<file path="config.mk">
export PLATFORM = sky130hd
export DESIGN_NAME = ripple_borrow_serial_subtractor
export DESIGN_NICKNAME = d
export VERILOG_FILES = /design/src/rtl/ripple_borrow_serial_subtractor.sv
export SDC_FILE = /design/constraint.sdc
export NUM_CORES = 1
export LEC_CHECK = 0
export CELL_PAD_IN_SITES_DETAIL_PLACEMENT = 1
export CELL_PAD_IN_SITES_GLOBAL_PLACEMENT = 1
export CORE_MARGIN = 8
export CORE_UTILIZATION = 44
export DETAILED_ROUTE_END_ITERATION = 10
export PLACE_DENSITY_LB_ADDON = 0.1
export SETUP_SLACK_MARGIN = 0.05
export SLEW_MARGIN = 20
export SYNTH_ARGS = -nofsm -noshare
export SYNTH_HDL_FRONTEND = slang
export SYNTH_SLANG_ARGS = --single-unit
</file>
<file path="constraint.sdc">
create_clock -name clk -period 3.15 [get_ports clk]
set_input_delay 0.63 -clock clk [delete_from_list [all_inputs] [get_ports clk]]
set_output_delay 0.63 -clock clk [all_outputs]
set_load 0.01 [all_outputs]
</file>
<file path="src/rtl/ripple_borrow_serial_subtractor.sv">
// Bit-serial subtractor: a - b - borrow_in, one bit per clock, LSB first,
// through a single registered borrow stage, with a start/done handshake.
module ripple_borrow_serial_subtractor #(
    parameter int unsigned WIDTH = 4
) (
    input  logic             clk,
    input  logic             rst,
    input  logic             start,
    input  logic [WIDTH-1:0] a,
    input  logic [WIDTH-1:0] b,
    input  logic             borrow_in,
    output logic [WIDTH-1:0] diff,
    output logic             borrow_out,
    output logic             busy,
    output logic             done
);

    localparam int unsigned CNT_W = (WIDTH > 1) ? $clog2(WIDTH) : 1;
    localparam logic [CNT_W-1:0] CNT_LAST = CNT_W'(WIDTH - 1);

    typedef enum logic [1:0] {
        ST_IDLE = 2'd0,
        ST_SUB  = 2'd1,
        ST_DONE = 2'd2
    } state_t;

    state_t           state;
    state_t           next_state;
    logic [WIDTH-1:0] a_sh;
    logic [WIDTH-1:0] b_sh;
    logic [WIDTH-1:0] res;
    logic [CNT_W-1:0] cnt;
    logic             br;
    logic             busy_d;
    logic             done_d;
    logic             accept;
    logic             ai;
    logic             bi;
    logic             d_bit;
    logic             br_nxt;
    logic [WIDTH-1:0] res_nxt;

    // One full-subtractor slice on the current LSBs
    assign ai      = a_sh[0];
    assign bi      = b_sh[0];
    assign d_bit   = ai ^ bi ^ br;
    assign br_nxt  = (~ai & bi) | (~(ai ^ bi) & br);
    assign res_nxt = {d_bit, res[WIDTH-1:1]};
    assign accept  = start && (state != ST_SUB);

    // State register
    always_ff @(posedge clk or posedge rst) begin
        if (rst) begin
            state <= ST_IDLE;
        end else begin
            state <= next_state;
        end
    end

    // Next-state logic
    always_comb begin
        next_state = state;
        case (state)
            ST_IDLE: if (start) next_state = ST_SUB;
            ST_SUB:  if (cnt == CNT_LAST) next_state = ST_DONE;
            ST_DONE: next_state = start ? ST_SUB : ST_IDLE;
            default: next_state = ST_IDLE;
        endcase
    end

    // Output decode from the upcoming state, registered below
    always_comb begin
        busy_d = 1'b0;
        done_d = 1'b0;
        case (next_state)
            ST_SUB:  busy_d = 1'b1;
            ST_DONE: done_d = 1'b1;
            default: ;
        endcase
    end

    always_ff @(posedge clk or posedge rst) begin
        if (rst) begin
            busy <= 1'b0;
            done <= 1'b0;
        end else begin
            busy <= busy_d;
            done <= done_d;
        end
    end

    // Operand shifters, borrow, counter and result; diff/borrow_out only update on the last bit
    always_ff @(posedge clk or posedge rst) begin
        if (rst) begin
            a_sh       <= '0;
            b_sh       <= '0;
            res        <= '0;
            cnt        <= '0;
            br         <= 1'b0;
            diff       <= '0;
            borrow_out <= 1'b0;
        end else if (accept) begin
            a_sh <= a;
            b_sh <= b;
            br   <= borrow_in;
            cnt  <= '0;
        end else if (state == ST_SUB) begin
            a_sh <= {1'b0, a_sh[WIDTH-1:1]};
            b_sh <= {1'b0, b_sh[WIDTH-1:1]};
            res  <= res_nxt;
            br   <= br_nxt;
            cnt  <= cnt + CNT_W'(1);
            if (cnt == CNT_LAST) begin
                diff       <= res_nxt;
                borrow_out <= br_nxt;
            end
        end
    end

endmodule

</file>
-- Yosys cells after proc, flatten, opt, wreduce, memory -nomap -nowiden
Index checks and enable logic that the tools add are counted.
- register bits after elaboration: 24
- logic and storage cells: 44
- output and inout bits: 7
- bits of input ports: 12
- equal/unequal tests: 6
- reduce and logical (&&, ||, !) cells: 5
- mux-type cells: 14
- bitwise gates (word level): 8
- add/sub/neg operators: 1
- operators with widths (operator ; number):
    $mux W4 ; 4
    $mux W2 ; 4
    $eq A2 B2 Y1 const B ; 3
    $pmux W2 S3 ; 1
    $mux W1 ; 5
    $eq A2 B1 Y1 const B ; 2
    $not A1 Y1 ; 3
    $reduce_and A3 Y1 ; 1
    $add A2 B1 Y2 const B ; 1
    $and A1 B1 Y1 ; 2
    $logic_not A2 Y1 ; 1
    $ne A2 B1 Y1 const B ; 1
    $reduce_and A2 Y1 ; 1
    $reduce_bool A2 Y1 ; 1
    $xor A1 B1 Y1 ; 2
    $logic_and A1 B1 Y1 ; 1
    $or A1 B1 Y1 ; 1

-- Depth between registers and ports, before layout
Gate-level depths: netlist (run 1).
- word-level depth: 6
- mapped depth: 3
- gate-level depth less buffers: 3

-- Worst setup path after synthesis (run 1)
No wires, ideal clock.
- path kind: input-to-reg
- from: input port start
- to: register a_sh[0]
- buffers on the path: 1
- setup slack: 1.731 ns
- arrival: 1.293 ns
- cell stages on the path: 3
- data required time: 3.025 ns
- library setup time: 0.125 ns
- cells stage by stage: buf_6 > mux2_4 > mux2_4
- longest elaborated chain between the ends: 2
- elaborated cells between the ends (all ways): 3
- classes of those cells: mux (1); reduce/logical (2)
- ends and longest elaborated chain (item ; line ; text):
    start, declared ; 8 ; input logic start,
    $logic_and A1 B1 Y1 * ; 49 ; assign accept = start && (state != ST_SUB);
    $mux W4 or $reduce_bool A2 Y1 (tied branches) ; n/a ;
    end signal, assigned ; 108 ; a_sh <= {1'b0, a_sh[WIDTH-1:1]};
    end, declared ; 29 ; logic [WIDTH-1:0] a_sh;
Mark *: on every way between the ends. The rest lies on a longest branch, timed or not.
A chain may end at the register's enable or synchronous reset.

-- Worst setup path in the final report (run 1)
- from: input port start
- to: register br
- longest elaborated chain between the ends: 2
- elaborated cells between the ends (all ways): 3
- classes of those cells: mux (1); reduce/logical (2)
- ends and longest elaborated chain (item ; line ; text):
    $logic_and A1 B1 Y1 * ; 49 ;
    $mux W1 or $reduce_bool A2 Y1 (tied branches) ; n/a ;
    end signal, assigned ; 105 ; br <= borrow_in;
    end signal, assigned ; 111 ; br <= br_nxt;
    end, declared ; 33 ; logic br;
Marked as above.

==> results.toml, run 1 <==
[outcome]
outcome = "complete, no violations"

[floorplanning]
ios = 19
rows = 17
die_height_um = 64.70
dieArea_um2 = 4186
start_util_pct = 46.72
coreArea_um2 = 2233
die_w_um = 64.70

[critical_path]
crit_type = "in -> reg"
endpoint_kind = "flop"
crit_arrival_ns = 2.16
start_kind = "input port"
crit_path_max_fanout = 12
cp.required_ns = 3.35

[logic_synthesis]
syn_inst = 69
syn_avg_cell_area_um2 = 15.12
synth_warnings = 0
syn_nets = 83
ys_seq_elements = 23
synth.distinct_cells = 13
seq_area_frac_synth_pct = 55.16
mappedNetlistArea_um2 = 1044

[cells_and_area]
drive_gt1_share_pct = 28.09
fin_nets = 104
instances_no_fill = 117
synthToLayoutAreaGrowth_pct = 20.98
n_fill_cell = 212
diodes = 0

[clock_tree]
cts_resized = 0
cts-root-buf = "clkbuf_4"
cts_buffers = 3
path_clk_slew_ns = 0.12
cts_htree_levels = 1
clock_path_buffers = 2
cts_tree = "done"
cts_sinks = 23
hold_buffers = 0
clk_latency_ns = 0.30
postCtsSetupBuffers = 0

[timing]
fin_tns_setup_ns = 0
min_period_over_period_pct = 62.24
hold_ws_ns = 0.4937
finalSetupViolations = 0
slew_headroom_pct = 42.75
worstMarginPinSlew_ns = 0.8578
rsz0062_at_grt = "no"
timing.fmax_ghz = 0.5101
finalCriticalPeriod_ns = 1.960
fin_skew_ns = 0.005628
hold_viol_final = 0
slew_viol_final = 0

[power_and_ir_drop]
p_int_w = 0.0008075
p_leak_nw = 0.6161
seq_power_share_pct = 43.9
clkPwrFrac_pct = 11.3
p_comb_share_pct = 44.8
switching_share_pct = 30.79
p_total_w = 0.001167
p_switching_w = 0.0003593
power_density_nw_per_um2 = 924.2
irDropWorstVdd_mv = 0.5104

[route]
wl_per_cell_um = 15.56
drc = 0
vias = 565
ant_nets = 0
routed_via_density = 4.829
drt-total-wl_mm = 1.821
drtIter0Drc = 2
drtPass1Iterations = 2

[run]
cap_violations = 0

[grt]
grt_max_degree = 24
grt_pass1_wl_mm = 3.105
track_usage_pct = 9.308
overflow = 0
antenna_found_initial = 0
grt_pass1_vias = 665

[placed_design]
place_congestion = 0.7055
hpwl_mm = 1.357
place_inst = 113
io_buffer_count = 18

[min_path]
hp-class = "reg -> reg"
worst max-delay path, cell delays in order:
cell             delay [ns]
clkdlybuf4s50_1        0.87
mux2_2                 0.40
mux2_2                 0.26
cell families after synthesis:
family                   Yosys count  share of synthesized area (%)
buffers and inverters              9                          4.677
AO/OA/AOI/OAI                      2                          1.199
adder cells (fa/ha/maj)            2                          3.117
AND/OR/NAND/NOR                    7                          4.436
multiplexers                      26                          31.42
flip-flops                        23                          55.16
Yosys cell counts:
cell	count	area, µm²
dfrtp_1	23	575.6
mux2_4	11	165.2
mux2_2	10	112.6
inv_1	7	26.28
mux2i_1	5	50.05
and2b_1	2	15.01
buf_6	2	22.52
nand2b_1	2	12.51
nor2_1	2	7.510
o22ai_1	2	12.51
fa_1	1	20.02
ha_1	1	12.51
nand3b_2	1	11.26
power groups by stage:
stage	sequential, W	combinational (W)	clock (W)
global placement	0.000511	0.000529	0
global route	0.000533	0.000576	0.000150
detailed placement	0.000520	0.000538	0
floorplan	0.000521	0.000365	0
CTS	0.000515	0.000540	0.000138
finish	0.000512	0.000523	0.000132
through the flow:
stage	utilization, %	setup WS, ns	instance area [µm²]
after floorplan	-	1.731	1044
after global placement	55.35	0.8956	1236
after detailed placement	55.35	0.8392	1236
after CTS	56.53	1.191	1262
after global routing	56.53	1.156	1262
final	56.53	1.190	1262
per-layer routing:
| layer | global-route usage (%) | wire length (µm) |
|---|---|---|
| met5 | 0 | 0 |
| met4 | 3.270 | 8 |
| met3 | 3.265 | 102 |
| met1 | 11.24 | 839 |
| met2 | 15.03 | 870 |
final timing paths:
kind | from | to | slack (ns) | cells past startpoint
max | start | br$_DFFE_PP0P_ | 1.19 | 3
min | cnt[0]$_DFFE_PP0P_ | cnt[0]$_DFFE_PP0P_ | 0.49 | 1
max reg2reg | state[0]$_DFF_PP0_ | br$_DFFE_PP0P_ | 1.69 | 2
min reg2reg | cnt[0]$_DFFE_PP0P_ | cnt[0]$_DFFE_PP0P_ | 0.49 | 1
max in group asynchronous | rst | b_sh[1]$_DFFE_PP0P_ | 1.83 | 2
min in group asynchronous | rst | b_sh[3]$_DFFE_PP0P_ | 0.80 | 2
layout make-up:
class / instances / area [µm²] / area share, %
well taps: 28 / 35.03 / 2.775
flip-flops and latches: 23 / 575.6 / 45.59
clock buffers: 4 / 26.28 / 2.081
inverters: 7 / 26.28 / 2.081
multi-input cells: 37 / 419.2 / 33.20
repair buffers: 18 / 180.2 / 14.27
state kept, by name, summed over array words and instances (netlist names):
| name | cells |
|---|---|
| a_sh | 4 |
| b_sh | 4 |
| diff | 4 |
| res | 3 |
| cnt | 2 |
| state | 2 |
| borrow_out | 1 |
| br | 1 |
| busy | 1 |
| done | 1 |
cells in the final DEF, fill, tap and decap left out:
master and count:
nand2b_1 2, clkbuf_1 1, fa_1 1, and2b_1 2, dfrtp_1 23, clkdlybuf4s50_1 18, inv_1 7, mux2_2 10
ha_1 1, clkbuf_4 3, mux2i_1 5, nor2_1 2, mux2_4 11, o22ai_1 2, nand3b_2 1
No activity file was read; power rests on OpenSTA's default activity.
==> run 2: changes to the inputs <==
--- a/config.mk
+++ b/config.mk
@@ -8,7 +8,7 @@
 export CELL_PAD_IN_SITES_DETAIL_PLACEMENT = 1
 export CELL_PAD_IN_SITES_GLOBAL_PLACEMENT = 1
 export CORE_MARGIN = 8
-export CORE_UTILIZATION = 44
+export CORE_UTILIZATION = 41
 export DETAILED_ROUTE_END_ITERATION = 10
 export PLACE_DENSITY_LB_ADDON = 0.1
 export SETUP_SLACK_MARGIN = 0.05
==> constraint.sdc (replaced) <==
create_clock -name clk -period 1.94 [get_ports clk]
set_input_delay 0.388 -clock clk [delete_from_list [all_inputs] [get_ports clk]]
set_output_delay 0.388 -clock clk [all_outputs]
set_load 0.01 [all_outputs]
==> run 2 against run 1 <==
Cell count up 4.3%. Largest power group unchanged. Critical endpoint is now borrow_out. Clock power is 67% higher. Count of clock-buffer cells in the layout fell by 1. Die area up 5.5%. Non-clock buffer count is 3 higher. Register-to-register slack got worse by 1.1 ns.
==> results.toml, run 2 (synthesized netlist as in run 1, its figures left out) <==
[outcome]
outcome = "complete, no violations"

[cells_and_area]
drive_gt1_share_pct = 31.52
layout_commonest_cell = "dfrtp_1"
multiInputGateArea_um2 = 419.2
diodes = 0
fin_nets = 107
n_fill_cell = 262
final_cell_mix = "23 x dfrtp_1, 18 x clkdlybuf4s50_1, 11 x mux2_4"
reg_top3 = "a_sh: 4 flops, b_sh: 4 flops, diff: 4 flops"
regArea_um2 = 575.6
fin_area_um2 = 1301
instances_no_fill = 122
synthToLayoutAreaGrowth_pct = 24.70

[clock_tree]
postCtsSetupBuffers = 0
clk_latency_ns = 0.30
hold_buffers = 0
cts_resized = 0
cts_tree = "done"
path_clk_slew_ns = 0.13
cts_buffers = 3
cts_htree_levels = 1
clock_path_buffers = 2
cts-root-buf = "clkbuf_4"
cts_sinks = 23

[placed_design]
hpwl_mm = 1.389
place_congestion = 0.7594
dp_worst_setup_slack_ns = 0.1630
postPlaceCellArea_um2 = 1274
io_buffer_count = 18
place_inst = 118

[floorplanning]
coreArea_um2 = 2455
die_w_um = 66.45
rows = 18
dieArea_um2 = 4416
ios = 19
die_height_um = 66.45
start_util_pct = 42.51

[route]
ant_nets = 0
drc = 0
wl_per_cell_um = 15.12
drtIter0Drc = 13
routed_via_density = 4.762
vias = 581
drtPass1Iterations = 4
drt-total-wl_mm = 1.845

[timing]
hold_viol_final = 0
worstMarginPinSlew_ns = 0.2940
slew_viol_final = 0
finalSetupViolations = 0
timing.fmax_ghz = 0.6193
fin_skew_ns = 0.0006482
min_period_over_period_pct = 83.24
rsz0062_at_grt = "no"
setup_ws_ns = 0.3252
fin_tns_setup_ns = 0
slew_headroom_pct = 80.40
finalCriticalPeriod_ns = 1.615

[grt]
antenna_found_initial = 0
grt_max_degree = 24
grt_pass1_wl_mm = 3.325
overflow = 0
track_usage_pct = 9.923
grt_pass1_vias = 642

[critical_path]
start_kind = "flop"
crit_type = "reg -> out"
critical-path-top-delay-family = "buffers and inverters"
crit_path_end = "borrow_out"
path_cells = "clkdlybuf4s50_1"
crit_arrival_ns = 1.23
cpPeakStageDelay_ns = 0.55
reg2reg_depth = 3
path_depth = 1
crit_start = "borrow_out$_DFFE_PP0P_"
cp_slowest_cell = "clkdlybuf4s50_1"
cp.required_ns = 1.55
critPathBufInv = 1
endpoint_kind = "output pin"
worst-r2r-setup-slack_ns = 0.58
crit_path_max_fanout = 2
reg2reg_from = "state[0]$_DFF_PP0_"
worstReg2RegEnd = "b_sh[2]$_DFFE_PP0P_"

[run]
cap_violations = 0

[power_and_ir_drop]
power_density_nw_per_um2 = 1475
p_leak_nw = 0.6379
irDropWorstVdd_mv = 0.8193
p_total_w = 0.001919

[min_path]
hp-class = "in -> async"
## run 2: cell count changes in the layout (fill, tap and decap cells not counted)
cell      previous run  this run
buf_4                0         2
clkbuf_1             1         0
buf_12               0         1
clkinv_2             0         1
## run 2: how the worst min path moves through the flow
stage | endpoint | slack, ns | cells after the start
after floorplan | a_sh[0]$_DFFE_PP0P_ | 0.39 | 1
after global placement | cnt[0]$_DFFE_PP0P_ | 0.47 | 1
after detailed placement | cnt[0]$_DFFE_PP0P_ | 0.48 | 1
after CTS | b_sh[0]$_DFFE_PP0P_ | 0.42 | 3
after global routing | done$_DFF_PP0_ | 0.43 | 3
final | diff[3]$_DFFE_PP0P_ | 0.41 | 3
## run 2: stage by stage
step                      util, %  hold WS, ns
after floorplan                 -       0.3899
after global placement      51.89       0.4710
after detailed placement    51.89       0.4820
after CTS                   53.01       0.4170
after global routing        53.01       0.4250
final                       53.01       0.4090
## run 2: area by class of cell
cell class              count  area share, %
clock buffers               3          1.731
clock inverters             1         0.3846
inverters                   7          2.019
multi-input cells          37          32.21
flip-flops and latches     23          44.23
well taps                  30          2.885
repair buffers             21          16.54
## run 2: power by group
| part | switching, W | internal, W | total (W) |
|---|---|---|---|
| logic | 0.000327 | 0.000545 | 0.000871 |
| registers | 0.000126 | 0.000702 | 0.000828 |
| clock network | 0.000143 | 0.0000769 | 0.000220 |
| total | 0.000596 | 0.00132 | 0.00192 |
## run 2: per-layer routing
layer	wire length, µm	global-route usage (%)	vias up
li1	-	-	280
met1	873	13.41	290
met2	859	14.48	9
met3	98	2.852	2
met4	13	4.000	0
met5	0	0	-
==> run 3: changes to the inputs <==
==> constraint.sdc (replaced) <==
create_clock -name clk -period 1.5 [get_ports clk]
set_input_delay 0.3 -clock clk [delete_from_list [all_inputs] [get_ports clk]]
set_output_delay 0.3 -clock clk [all_outputs]
set_load 0.01 [all_outputs]
==> run 3 against run 2 <==
Wire length increased by 6.5%. Critical path depth increased by 2. Sequential power increased by 29%. Cell area increased by 1.1%. Clock skew increased by 0.0065 ns. Cell count increased by 2.5%. Clock power increased by 34%. Die area unchanged. Global-route usage increased by 0.35 points. Critical endpoint is now diff[1]$_DFFE_PP0P_.
==> results.toml, run 3 (synthesized netlist as in run 1, its figures left out) <==
[outcome]
outcome = "complete, no violations"

[cells_and_area]
regArea_um2 = 575.6
final_cell_mix = "23 x dfrtp_1, 11 x mux2_4, 11 x clkdlybuf4s50_1"
instances_no_fill = 125
synthToLayoutAreaGrowth_pct = 26.02
multiInputGateArea_um2 = 419.2
fin_nets = 110
drive_gt1_share_pct = 33.68
layout_commonest_cell = "dfrtp_1"
diodes = 0
reg_top3 = "a_sh: 4 flops, b_sh: 4 flops, diff: 4 flops"
n_fill_cell = 246

[floorplanning]
die_height_um = 66.45
start_util_pct = 42.51
die_w_um = 66.45
dieArea_um2 = 4416
ios = 19
coreArea_um2 = 2455
rows = 18

[power_and_ir_drop]
power_density_nw_per_um2 = 1897
irDropWorstVdd_mv = 0.9893
p_total_w = 0.002494
p_leak_nw = 0.6666

[timing]
slew_viol_final = 0
timing.fmax_ghz = 0.7473
worstMarginPinSlew_ns = 0.2915
fin_skew_ns = 0.007140
finalSetupViolations = 0
finalCriticalPeriod_ns = 1.338
hold_ws_ns = 0.3092
rsz0062_at_grt = "no"
slew_headroom_pct = 80.56
hold_viol_final = 0
fin_tns_setup_ns = 0
min_period_over_period_pct = 89.21

[clock_tree]
clk_latency_ns = 0.31
cts_buffers = 3
cts_tree = "done"
cts-root-buf = "clkbuf_4"
cts_htree_levels = 1
clock_path_buffers = 2
path_clk_slew_ns = 0.14
cts_sinks = 23

[placed_design]
place_congestion = 0.6361
io_buffer_count = 18
place_inst = 121
hpwl_mm = 1.523

[route]
drc = 0
ant_nets = 0
wl_per_cell_um = 15.72
vias = 608
drtPass1Iterations = 2
drt-total-wl_mm = 1.965
routed_via_density = 4.864
drtIter0Drc = 18

[grt]
grt_max_degree = 24
grt_pass1_vias = 692
track_usage_pct = 10.28
antenna_found_initial = 0
overflow = 0
grt_pass1_wl_mm = 3.463

[critical_path]
crit_type = "reg -> reg"
reg2reg_depth = 3
cp.required_ns = 1.71
crit_arrival_ns = 1.55
endpoint_kind = "flop"
worstReg2RegEnd = "diff[1]$_DFFE_PP0P_"
reg2reg_from = "cnt[0]$_DFFE_PP0P_"
start_kind = "flop"
crit_path_max_fanout = 7
worst-r2r-setup-slack_ns = 0.16

[min_path]
hp-class = "in -> async"

[run]
cap_violations = 0
## run 3: cell count changes in the layout (fill, tap and decap cells not counted)
cell	change
clkdlybuf4s50_1	-7
buf_4	+3
dlygate4sd2_1	+7
## run 3: final cells by class
cell class | count | share of cell area [%]
clock buffer | 3 | 1.713
clock inverter | 1 | 0.3806
inverter | 7 | 1.998
multi-input combinational | 37 | 31.87
sequential | 23 | 43.77
tap | 30 | 2.854
timing repair buffer | 24 | 17.41
## run 3: worst max-delay path by stage
stage / from / to / slack (ns) / cells after the start
after floorplan: cnt[0]$_DFFE_PP0P_ / borrow_out$_DFFE_PP0P_ / 0.28 / 3
after global placement: start / b_sh[0]$_DFFE_PP0P_ / -0.12 / 4
after detailed placement: start / a_sh[1]$_DFFE_PP0P_ / -0.15 / 4
after CTS: cnt[0]$_DFFE_PP0P_ / diff[1]$_DFFE_PP0P_ / 0.15 / 3
after global routing: cnt[0]$_DFFE_PP0P_ / diff[1]$_DFFE_PP0P_ / 0.11 / 3
final: cnt[0]$_DFFE_PP0P_ / diff[1]$_DFFE_PP0P_ / 0.16 / 3
## run 3: metal layers
layer  global-route usage [%]  vias up  wire length [µm]
li1                         -      288                 -
met1                    12.21      309               863
met2                    16.65        9               976
met3                    4.027        2               117
met4                    3.200        0                 8
met5                        0        -                 0
## run 3: metrics by stage
| step | cell area [µm²] | setup WS (ns) | util, % |
|---|---|---|---|
| 2_1_floorplan | 1044 | 0.2763 | - |
| 3_3_place_gp | 1296 | -0.1214 | 52.80 |
| 3_5_place_dp | 1296 | -0.1508 | 52.80 |
| 4_1_cts | 1315 | 0.1542 | 53.57 |
| 5_1_grt | 1315 | 0.1096 | 53.57 |
| 6_report | 1315 | 0.1619 | 53.57 |
## run 3: repair_timing
action                                 in CTS  in global routing
endpoints found under the hold margin       0                  0
buffers inserted                            0                  0
hold buffers                                0                  0
setup endpoints to repair                   7                  0
resized for setup                           7                  0
## run 3: critical path: stages (launching register included)
cell,delay (ns)
dfrtp_1,0.42
ha_1,0.24
nand3b_2,0.21
mux2_2,0.36
## run 3: power breakdown
group | total, W | switching (W) | internal (W)
Clock | 0.000294 | 0.000194 | 0.0000997
Combinational | 0.00113 | 0.000442 | 0.000684
Sequential | 0.00107 | 0.000167 | 0.000908
Total | 0.00249 | 0.000803 | 0.00169
